File: config.mk
export PLATFORM = sky130hd
export DESIGN_NAME = seg_display_scheduler
export DESIGN_NICKNAME = d
export VERILOG_FILES = /design/src/rtl/disp_pkg.sv /design/src/rtl/Bin_to_Bcd.sv /design/src/rtl/bcd_to_seg7.sv /design/src/rtl/seg_display_scheduler.sv
export SDC_FILE = /design/constraint.sdc
export NUM_CORES = 1
export LEC_CHECK = 0
export BUFFER_PORTS_ARGS = -buffer_cell sky130_fd_sc_hd__buf_2
export CAP_MARGIN = 10
export CELL_PAD_IN_SITES_DETAIL_PLACEMENT = 1
export CELL_PAD_IN_SITES_GLOBAL_PLACEMENT = 2
export CORE_AREA = 2 2 100 102
export CTS_CLUSTER_SIZE = 8
export DETAILED_ROUTE_END_ITERATION = 10
export DIE_AREA = 0 0 102 104
export GPL_TIMING_DRIVEN = 1
export MAX_ROUTING_LAYER = met4
export PLACE_DENSITY_LB_ADDON = 0.3
export SLEW_MARGIN = 10
export SYNTH_ARGS = -nofsm -noshare
export SYNTH_HDL_FRONTEND = slang
export SYNTH_SLANG_ARGS = --single-unit
File: constraint.sdc
create_clock -name clk -period 3.6 [get_ports clk]
set_clock_uncertainty 0.2 [all_clocks]
set_input_delay 0.36 -clock clk [delete_from_list [all_inputs] [get_ports clk]]
set_output_delay 0.36 -clock clk [all_outputs]
set_load 0.02 [all_outputs]
File: src/rtl/disp_pkg.sv
// Shared types and active-low pin encodings for the seven-segment display scheduler.
package disp_pkg;

  typedef enum logic [1:0] {
    SNAP,
    CONV_S,
    CONV_T,
    SCAN
  } state_t;

  typedef logic [1:0] digit_t;

  // Segment codes are {g,f,e,d,c,b,a}, active-low
  localparam logic [6:0] SEG_0     = 7'b1000000;
  localparam logic [6:0] SEG_1     = 7'b1111001;
  localparam logic [6:0] SEG_2     = 7'b0100100;
  localparam logic [6:0] SEG_3     = 7'b0110000;
  localparam logic [6:0] SEG_4     = 7'b0011001;
  localparam logic [6:0] SEG_5     = 7'b0010010;
  localparam logic [6:0] SEG_6     = 7'b0000010;
  localparam logic [6:0] SEG_7     = 7'b1111000;
  localparam logic [6:0] SEG_8     = 7'b0000000;
  localparam logic [6:0] SEG_9     = 7'b0010000;
  localparam logic [6:0] SEG_BLANK = 7'b1111111;

  localparam logic [3:0] AN_0   = 4'b1110;
  localparam logic [3:0] AN_1   = 4'b1101;
  localparam logic [3:0] AN_2   = 4'b1011;
  localparam logic [3:0] AN_3   = 4'b0111;
  localparam logic [3:0] AN_OFF = 4'b1111;

  function automatic logic [3:0] an_sel(input digit_t d);
    case (d)
      2'd0:    return AN_0;
      2'd1:    return AN_1;
      2'd2:    return AN_2;
      default: return AN_3;
    endcase
  endfunction

endpackage

File: src/rtl/Bin_to_Bcd.sv
// Combinational 6-bit binary to two-digit BCD converter (0..63).
module Bin_to_Bcd (
  input  logic [5:0] bin,
  output logic [3:0] tens,
  output logic [3:0] ones
);

  logic [5:0] base;

  always_comb begin
    tens = '0;
    base = '0;
    for (int unsigned i = 1; i <= 6; i++) begin
      if (bin >= 6'(i * 10)) begin
        tens = 4'(i);
        base = 6'(i * 10);
      end
    end
    ones = 4'(bin - base);
  end

endmodule

File: src/rtl/bcd_to_seg7.sv
// BCD digit to active-low seven-segment code; non-decimal codes and blank request go dark.
module bcd_to_seg7
  import disp_pkg::*;
(
  input  logic [3:0] bcd,
  input  logic       blank,
  output logic [6:0] seg
);

  always_comb begin
    seg = SEG_BLANK;
    if (!blank) begin
      case (bcd)
        4'd0:    seg = SEG_0;
        4'd1:    seg = SEG_1;
        4'd2:    seg = SEG_2;
        4'd3:    seg = SEG_3;
        4'd4:    seg = SEG_4;
        4'd5:    seg = SEG_5;
        4'd6:    seg = SEG_6;
        4'd7:    seg = SEG_7;
        4'd8:    seg = SEG_8;
        4'd9:    seg = SEG_9;
        default: seg = SEG_BLANK;
      endcase
    end
  end

endmodule

File: src/rtl/seg_display_scheduler.sv
// Frame sequencer: snapshots score/time, converts both through one shared BCD
// converter, then scans the four digits with fully registered pin outputs.
module seg_display_scheduler
  import disp_pkg::*;
#(
  parameter int unsigned REFRESH_DIV = 100000,
  parameter bit          BLANK_LZ    = 1'b1
) (
  input  logic       clk,
  input  logic       rst_n,
  input  logic [5:0] score,
  input  logic [5:0] time_left,
  input  logic       disp_en,
  output logic [3:0] an,
  output logic [6:0] seg,
  output logic       dp,
  output logic       frame_done
);

  localparam int unsigned   CW       = (REFRESH_DIV > 1) ? $clog2(REFRESH_DIV) : 1;
  localparam logic [CW-1:0] CNT_LAST = CW'(REFRESH_DIV - 1);

  state_t        state, state_nxt;
  digit_t        dig, dig_nxt;
  logic [CW-1:0] cnt, cnt_nxt;
  logic [5:0]    score_q, time_q, conv_in;
  logic [3:0]    conv_tens, conv_ones;
  logic [3:0]    s_ones, s_tens, t_ones, t_tens;
  logic [3:0]    cur_bcd;
  logic          cur_blank;
  logic [6:0]    cur_seg;
  logic [3:0]    an_nxt;
  logic [6:0]    seg_nxt;
  logic          dp_nxt, fd_nxt;

  assign conv_in = (state == CONV_T) ? time_q : score_q;

  Bin_to_Bcd u_bin_to_bcd (
    .bin  (conv_in),
    .tens (conv_tens),
    .ones (conv_ones)
  );

  always_comb begin
    cur_bcd   = s_ones;
    cur_blank = 1'b0;
    case (dig)
      2'd0: cur_bcd = s_ones;
      2'd1: begin
        cur_bcd   = s_tens;
        cur_blank = BLANK_LZ && (s_tens == 4'd0);
      end
      2'd2: cur_bcd = t_ones;
      default: begin
        cur_bcd   = t_tens;
        cur_blank = BLANK_LZ && (t_tens == 4'd0);
      end
    endcase
  end

  bcd_to_seg7 u_bcd_to_seg7 (
    .bcd   (cur_bcd),
    .blank (cur_blank),
    .seg   (cur_seg)
  );

  always_comb begin
    state_nxt = state;
    dig_nxt   = dig;
    cnt_nxt   = cnt;
    fd_nxt    = 1'b0;
    an_nxt    = AN_OFF;
    seg_nxt   = SEG_BLANK;
    dp_nxt    = 1'b1;
    case (state)
      SNAP:   state_nxt = CONV_S;
      CONV_S: state_nxt = CONV_T;
      CONV_T: begin
        state_nxt = SCAN;
        dig_nxt   = '0;
        cnt_nxt   = '0;
      end
      SCAN: begin
        // seg keeps tracking the digit even while disp_en holds the anodes off
        seg_nxt = cur_seg;
        if (disp_en) begin
          an_nxt = an_sel(dig);
          dp_nxt = (dig != 2'd2);
        end
        if (cnt == CNT_LAST) begin
          cnt_nxt = '0;
          dig_nxt = digit_t'(dig + 2'd1);
          if (dig == 2'd3) begin
            state_nxt = SNAP;
            fd_nxt    = 1'b1;
          end
        end else begin
          cnt_nxt = cnt + 1'b1;
        end
      end
      default: state_nxt = SNAP;
    endcase
  end

  always_ff @(posedge clk or negedge rst_n) begin
    if (!rst_n) begin
      state      <= SNAP;
      dig        <= '0;
      cnt        <= '0;
      score_q    <= '0;
      time_q     <= '0;
      s_ones     <= '0;
      s_tens     <= '0;
      t_ones     <= '0;
      t_tens     <= '0;
      an         <= AN_OFF;
      seg        <= SEG_BLANK;
      dp         <= 1'b1;
      frame_done <= 1'b0;
    end else begin
      state      <= state_nxt;
      dig        <= dig_nxt;
      cnt        <= cnt_nxt;
      an         <= an_nxt;
      seg        <= seg_nxt;
      dp         <= dp_nxt;
      frame_done <= fd_nxt;
      if (state == SNAP) begin
        score_q <= score;
        time_q  <= time_left;
      end
      if (state == CONV_S) begin
        s_ones <= conv_ones;
        s_tens <= conv_tens;
      end
      if (state == CONV_T) begin
        t_ones <= conv_ones;
        t_tens <= conv_tens;
      end
    end
  end

endmodule

# [Yosys cells after proc, flatten, opt, wreduce, memory -nomap -nowiden]
# Memory sizes are Yosys's and may differ from the RTL's.
# Index checks and enable logic that the tools add are counted.
[totals] romBits=112 input_bits=15 n_memories=1 word_cells=73 register_bits=62
[memory_table] name="(name not given)" words=16 word_bits=7 rd=1 rd_ports_with_merged_regs=0 wr=0 line_no="bcd_to_seg7.sv:13" text="case (bcd)"
[op_classes] eq_ne=10 addsub=3 n_reduce_logical=8 magnitude_cmp=6 mux=32
[op_table] operator="$pmux 17 s2" n=1
[op_table] operator="$mux 4" n=8
[op_table] operator="$pmux 4 s3" n=2
[op_table] operator="$ge 6x6->1 const B" n=3
[op_table] operator="$add 17x1->17 const B" n=1
[op_table] operator="$eq 17x17->1 const B" n=1
[op_table] operator="$mux 17" n=1
[op_table] operator="$mux 7" n=2
[op_table] operator="$ge 6x5->1 const B" n=2
[op_table] operator="$mux 2" n=5
[op_table] operator="$mux 3" n=3
[op_table] operator="$eq 2x2->1 const B" n=4
[op_table] operator="$logic_not 4->1" n=2
[op_table] operator="$pmux 2 s4" n=1
[op_table] operator="$ge 6x4->1 const B" n=1
[op_table] operator="$mux 1" n=6
[op_table] operator="$mux 6" n=1
[op_table] operator="$ne 2x2->1 const B" n=3
[op_table] operator="$eq 2x1->1 const B" n=2
[op_table] operator="$logic_not 2->1" n=2
[op_table] operator="$pmux 2 s2" n=1
[op_table] operator="$reduce_and 2->1" n=2
[op_table] operator="$sub 4x4->4" n=1
[op_table] operator="$add 2x1->2 const B" n=1
[op_table] operator="other kinds (3)" n=3

# [Longest topological paths before layout]
# Gate-level depths: netlist of run 1.
[logic_depth] word_depth=10 mapped_depth=13 ltp_nobuf=13

# [Modules after synthesis]
# Synthesis of run 1 repeated with hierarchy kept, for this count alone.
[hier_totals] cells_unflattened=323 hier_area_um2=3463.3
[modules_own_cells] module="seg_display_scheduler" area_each_um2=3005.4 seq_area_each_um2=1540.2 n_inst=1 cells_each=260
[modules_own_cells] module="bcd_to_seg7" area_each_um2=236.5 seq_area_each_um2=0.0 n_inst=1 cells_each=33
[modules_own_cells] module="Bin_to_Bcd" area_each_um2=221.5 seq_area_each_um2=0.0 n_inst=1 cells_each=30

# [Worst setup path after synthesis of run 1]
# Ideal clock, no wire load.
[synth_timing] path_kind="register to register" startpoint="register state[0]" endpoint="register t_ones[2]" slack_ns=0.711 setup_ns=0.125 required_ns=3.275 path_buffers=1 period_less_slack_ns=2.889 arrival_time_ns=2.565 path_stages_with_launch=12 path_cell_list="dfrtp_1 > inv_1 > ha_1 > buf_2 > mux2_2 > nor2_1 > nor3_1 > a211oi_1 > ha_1 > inv_1 > ha_1 > mux2_2"
[synth_via] elab_chain_len=10 elab_cells_between_ends=15 classes_between="add/sub (1); order compare (6); eq/ne (1); mux (7)"
[synth_lines] element="start: declaration" line_no="seg_display_scheduler.sv:23" text="state_t state, state_nxt;"
[synth_lines] element="start signal: assignment" line_no="seg_display_scheduler.sv:121" text="state <= state_nxt;"
[synth_lines] element="$eq 2x2->1 *" line_no="seg_display_scheduler.sv:36" text="assign conv_in = (state == CONV_T) ? time_q : score_q;"
[synth_lines] element="$mux 6 *" line_no="seg_display_scheduler.sv:36"
[synth_lines] element="$ge 6x4->1" line_no="Bin_to_Bcd.sv:14" text="if (bin >= 6'(i * 10)) begin"
[synth_lines] element="$mux 4 (6 in series)" line_no="Bin_to_Bcd.sv:14"
[synth_lines] element="$sub 4x4->4 *" line_no="Bin_to_Bcd.sv:19" text="ones = 4'(bin - base);"
[synth_lines] element="net conv_ones[2]" line_no="seg_display_scheduler.sv:27" text="logic [3:0] conv_tens, conv_ones;"
[synth_lines] element="end signal: assignment" line_no="seg_display_scheduler.sv:137" text="t_ones <= conv_ones;"
[synth_lines] element="end: declaration" line_no="seg_display_scheduler.sv:28" text="logic [3:0] s_ones, s_tens, t_ones, t_tens;"
# Mark *: on every way through the listed nets, which the timed path passes. The rest lies on a longest branch.
# A chain may end at the register's enable or synchronous reset.

# [Worst setup path after layout of run 1]
[layout_timing] startpoint="register state[0]" endpoint="register t_ones[3]"
[layout_via] elab_chain_len=10 elab_cells_between_ends=15 classes_between="add/sub (1); order compare (6); eq/ne (1); mux (7)"
[layout_lines] element="$eq 2x2->1 *" line_no="seg_display_scheduler.sv:36, seg_display_scheduler.sv:136"
[layout_lines] element="$mux 6" line_no="seg_display_scheduler.sv:36"
[layout_lines] element="$ge 6x4->1" line_no="Bin_to_Bcd.sv:14"
[layout_lines] element="$mux 4 (6 in series)" line_no="Bin_to_Bcd.sv:14"
[layout_lines] element="$sub 4x4->4" line_no="Bin_to_Bcd.sv:19"
# Every way passes the cells marked *; elsewhere a longest branch is shown, timed or not.

==> results of run 1 <==
[Yosys cell counts (2+ instances only)]
cell and count:
ha_1 18, buf_2 2, nor3_1 4, and2_1 2, mux2_2 23, nand2_1 27, nand2b_1 3, o21ai_1 3
dfstp_2 12, and3_1 2, dfrtp_1 48, buf_6 2, a22o_1 3, buf_1 2, a222oi_1 2, xor2_1 2
clkbuf_1 8, inv_1 11, a21o_1 2, nand3_1 14, mux2_1 2, xnor2_1 5, a41oi_1 4, or2_2 4
nor2_1 27, nor4_1 3, o31a_1 2, nand4_1 4, a21oi_1 20, nor2b_1 2, a211oi_1 2, o21ai_0 13
mux2i_1 5, a31oi_1 13
[flip-flops by register name (all words and copies together) (netlist names), 3 cells and up]
register / flops
an: 4
cnt: 17
s_ones: 4
s_tens: 3
score_q: 6
seg: 7
t_ones: 4
t_tens: 3
time_q: 6
[per-stage QoR]
stage	utilization [%]	power, mW
final	38.68	1.556
after global routing	38.68	1.646
after detailed placement	36.64	1.002
after global placement	36.64	0.9987
after floorplan	-	0.9242
after CTS	38.64	1.580
[routing by layer]
layer	share of wire [%]	track usage [%]	vias up
met5	0	-	-
li1	-	-	1194
met3	4.2	4.906	13
met2	43	23.36	48
met1	51	22.29	1197
met4	1.6	5.333	0
[report_power, final]
group	total [mW]	internal, mW	switching (mW)
clock	0.568	0.306	0.262
combinational	0.223	0.0895	0.133
sequential	0.766	0.743	0.0230
total	1.56	1.14	0.418
[critical path: cells and delay by family (launching register included)]
kind                       cells  cell delay [ps]
AOI/OAI and AO/OA              4              780
adders and majority gates      3              810
buffers and inverters          2              170
DFF                            1              400
muxes                          1              410
and+or+nand+nor                2              330
[area by class of cell]
cell class                      instances  area share [%]
Clock inverter                          1          0.1355
Timing Repair Buffer                   32           4.743
Multi-Input combinational cell        230           43.67
Sequential cell                        60           41.06
Inverter                               11           1.118
Tap cell                              133           4.505
Clock buffer                           15           4.776
[kinds of logic after synthesis]
kind of cell,Yosys count,synth area share (%)
adder cells (fa/ha/maj),18,6.958
AND/OR/NAND/NOR,102,16.16
AO/OA/AOI/OAI,73,14.46
multiplexers,30,10.24
buffers and inverters,25,3.440
XOR/XNOR,7,1.894
flip-flops,60,46.85
[timing repair]
action / 4_1_cts / 5_1_grt
gates resized for setup: 0 / 1
setup endpoints to repair: 0 / 4
endpoints found under the hold margin: 13 / 0
hold buffers: 1 / 0
[worst min-delay path by stage]
stage	start	end	slack (ps)	depth (start not counted)
finish	disp_en	dp	30	2
global route	disp_en	dp	20	2
CTS	disp_en	an[2]	20	2
detailed placement	rst_n	t_ones[2]	230	1
global placement	rst_n	t_ones[2]	220	1
floorplan	rst_n	cnt[0]	-140	0
==> impl_metrics.toml, run 1 <==
[status]
outcome = "complete, no violations"

[floorplanning]
start_util_pct = 33.90
die_h_um = 104
die_area_um2 = 10610
num_rows = 36
die_width_um = 102
coreArea_um2 = 9549
ios = 28

[yosys]
syn-cell-area_um2 = 3237
yosysSeqAreaShare_pct = 46.85
yosys.cell_types.count = 53
ys_async_sr_fraction_pct = 100.0
yosys_warnings = 0
netlist_instances = 315
synth.top_cell.area_share_pct = 37.11
synth_fp_nets = 348
synth_edf_count = 0
synthFlopType = "dfrtp_1"
syn_avg_cell_area_um2 = 10.28
yosys.area.top_type = "dfrtp_1"
ys_top_cells_by_area = "dfrtp_1 (37%), dfstp_2 (9.7%), mux2_2 (8.0%), ha_1 (7.0%), nand2_1 (3.1%)"
ys_seq_elements = 60

[clock_tree]
root_buffer = "clkbuf_8"
h-tree-depth = 3
cts_sinks = 60
insertion_delay_ps = 350
cts_setup_buffers = 0
cts_tree = "built"
cts_made_buffers = 9
clk_pin_slew_ps = 70
clk_path_buf_depth = 2

[worst_setup_path]
crit_start = "state[0]"
path_class = "reg2reg"
crit_path_end_kind = "flip-flop"
crit_end = "t_ones[3]"
rr_endpoint = "t_ones[3]"
cpMostUsedCell = "ha_1"
cp-start-kind = "flip-flop"
critical_path_arrival_ps = 3250
cpPeakStageDelay_ps = 410
reg2reg_depth = 12
crit_slowest_cell = "ha_1"
r2r_setup_slack_ps = 420
path_cells = "inv_1 -> ha_1 -> mux2i_2 -> or2_2 -> o21ai_0 -> a211oi_1 -> ha_1 -> inv_1 -> ha_1 -> a21oi_1 -> nand3_1 -> a31oi_1"
reg2reg_from = "state[0]"
crit_fanout = 8
worstPathRequired_ps = 3670

[global_route]
grt_pass1_wl_mm = 13.01
grt-ovfl-total = 0
track_usage_pct = 16.38
grt_antenna_before_repair = 0
grt_pass1_vias = 2498
grt_max_degree = 28

[flow_run]
maxCapViolCount = 0

[timing]
maxSlewViolCount = 0
worst-slew-pin-transition_ps = 751.1
rsz0062_at_grt = "no"
hold_viol = 0
worst_slack_ps = 422.2
tns_ps = 0
setup_viol_count_final = 0
min_period_ps = 3178
max_slew_margin_pct = 49.70
timing.hold.ws_ps = 29.95
max_freq_mhz = 314.7
fin_crit_sh_pct = 88.27

[detailed_routing]
routed_wl_mm = 7.448
ant_nets = 0
drc = 0
drt_first_pass_iters = 5
wl_per_cell_um = 15.45
drt_iter0_markers = 81
via_per_inst = 5.087
via_count = 2452

[layout]
finalNetCount = 377
final-seq-area_um2 = 1516
stdcell_area_um2 = 3694
drive_above_1_share_pct = 26.07
diodes = 0
final_common_cell = "dfrtp_1"
stdcell_count = 482
syn_to_final_growth_pct = 14.11
multi_input_area_um2 = 1613
nFillCells = 1114
final_cell_mix = "dfrtp_1 (48), nor2_1 (27), nand2_1 (27), buf_2 (27), mux2_2 (23)"

[worst_hold_path]
min_path_type = "in2reg"

[place]
dp_hpwl_mm = 5.425
dpl_cell_area_um2 = 3498
place_worst_setup_slack_ps = 343.7
place_inst = 465
port_buffers = 27
gp_congestion = 0.7975

[power]
power.density_nw_per_um2 = 421.3
p_leak_nw = 1.585
max-vdd-ir-drop_mv = 0.1767
No activity file was read; power rests on OpenSTA's default activity.
==> inputs of run 2 (changes only) <==
Settings changed: CELL_PAD_IN_SITES_GLOBAL_PLACEMENT 2 to 1.
Clock period 3.6 ns to 3.7 ns, I/O delays scaled along.
==> impl_metrics.toml, run 2 (synthesis gave the netlist of run 1 again) <==
[status]
outcome = "complete, no violations"

[clock_tree]
root_buffer = "clkbuf_8"
clk_pin_slew_ps = 70
insertion_delay_ps = 340
cts_tree = "built"
clk_path_buf_depth = 2
cts_made_buffers = 9
cts_sinks = 60
h-tree-depth = 3

[timing]
timing.hold.ws_ps = 40.67
fin_crit_sh_pct = 89.28
worst-slew-pin-transition_ps = 708.6
hold_viol = 0
max_freq_mhz = 302.7
tns_ps = 0
setup_viol_count_final = 0
rsz0062_at_grt = "no"
maxSlewViolCount = 0
max_slew_margin_pct = 52.55
min_period_ps = 3303

[worst_setup_path]
cpPeakStageDelay_ps = 490
rr_endpoint = "t_ones[2]"
worstPathRequired_ps = 3720
reg2reg_from = "state[0]"
crit_start = "state[0]"
r2r_setup_slack_ps = 400
cpMostUsedCell = "ha_1"
crit_path_end_kind = "flip-flop"
cp-start-kind = "flip-flop"
critical_path_arrival_ps = 3320
path_cells = "inv_1 -> ha_1 -> mux2i_1 -> or2_2 -> o21ai_0 -> a211oi_1 -> ha_1 -> inv_1 -> ha_1 -> mux2_2"
worst-path-buf-inv = 2
crit_fanout = 10
reg2reg_depth = 10
worst-path-stages = 10
crit_family = "adder cells"
crit_slowest_cell = "mux2i_1"
path_class = "reg2reg"

[detailed_routing]
ant_nets = 0
wl_per_cell_um = 15.36
drc = 0
drt_iter0_markers = 80
via_per_inst = 5.094
via_count = 2450
routed_wl_mm = 7.387
drt_first_pass_iters = 4

[worst_hold_path]
min_to = "an[1]"
whs_path_depth = 2
min_path_type = "in2reg"
hp-start = "disp_en"

[global_route]
grt_max_degree = 42
grt_util_met3_pct = 3.024
grtUsageMet1_pct = 22.07
grt_antenna_before_repair = 0
grt-ovfl-total = 0
grt_pass1_wl_mm = 13.02
use_met2_pct = 23.03
grt_pass1_vias = 2650
track_usage_pct = 15.91
busiest_layer = "met2"

[floorplanning]
coreArea_um2 = 9549
die_h_um = 104
ios = 28
die_area_um2 = 10610
die_width_um = 102
num_rows = 36
start_util_pct = 33.90

[layout]
final_cell_mix = "dfrtp_1 (48), nor2_1 (27), nand2_1 (27), buf_2 (27), mux2_2 (23)"
largest_reg_flops = 17
largest-register = "cnt"
reg.largest.list = "cnt x17, seg x7"
drive_above_1_share_pct = 25.86
stdcell_count = 481
utilization_pct = 38.67
final_common_cell = "dfrtp_1"
diodes = 0
finalNetCount = 376
syn_to_final_growth_pct = 14.07
stdcell_area_um2 = 3692

[power]
max-vdd-ir-drop_mv = 0.1653
p_leak_nw = 1.583
power.density_nw_per_um2 = 415.6

[place]
gp_congestion = 0.9135
place_inst = 464
dp_hpwl_mm = 5.328
dpl_cell_area_um2 = 3491
port_buffers = 27

[flow_run]
maxCapViolCount = 0
run 2: cell types whose count changed in the layout (fill, tap and decap cells not counted):
| cell | previous run | this run |
|---|---|---|
| clkbuf_1 | 3 | 2 |
| buf_4 | 4 | 3 |
| mux2i_2 | 1 | 0 |
| clkbuf_8 | 12 | 13 |
| mux2i_1 | 4 | 5 |
run 2: cell type report:
| class | count | area [um^2] |
|---|---|---|
| clock buffers | 15 | 186.4 |
| inverters | 11 | 41.29 |
| well taps | 133 | 166.4 |
| flip-flops and latches | 60 | 1516 |
| fillers | 1113 | 5857 |
| multi-input cells | 230 | 1609 |
| clock inverters | 1 | 5.005 |
| repair buffers | 31 | 167.7 |
run 2: power breakdown:
| part | switching (mW) | internal (mW) |
|---|---|---|
| registers | 0.0245 | 0.723 |
| logic | 0.129 | 0.0861 |
| clock network | 0.256 | 0.316 |
run 2: worst max path at each step:
| stage | to | slack [ps] |
|---|---|---|
| 2_1_floorplan | t_ones[2] | 810 |
| 3_3_place_gp | t_ones[2] | 590 |
| 3_5_place_dp | t_ones[2] | 380 |
| 4_1_cts | t_ones[2] | 380 |
| 5_1_grt | s_ones[3] | 80 |
| 6_report | t_ones[2] | 400 |
run 2: repair_timing:
action | in CTS | in global routing
endpoints found under the hold margin | 9 | 0
hold buffers | 1 | 0
setup buffers | 0 | 0
gates resized for setup | 0 | 0
run 2: per-layer routing:
metal | up-vias | routed length (um)
met2 | 44 | 3341
met1 | 1197 | 3706
met3 | 14 | 219
li1 | 1195 | -
met4 | 0 | 120
met5 | - | 0
run 2: through the flow:
stage	worst slack, ps	total power, mW
final	396.7	1.534
after global routing	75.66	1.621
after CTS	377.8	1.561
after detailed placement	379.7	0.9774
after global placement	590.5	0.9715
after floorplan	810.6	0.8992
run 2: worst reg2reg max path: stages (launching register included):
cell      delay, ps
dfrtp_1         400
inv_1           120
ha_1            430
mux2i_1         490
or2_2           230
o21ai_0         110
a211oi_1        400
ha_1            220
inv_1            40
ha_1            280
mux2_2          270
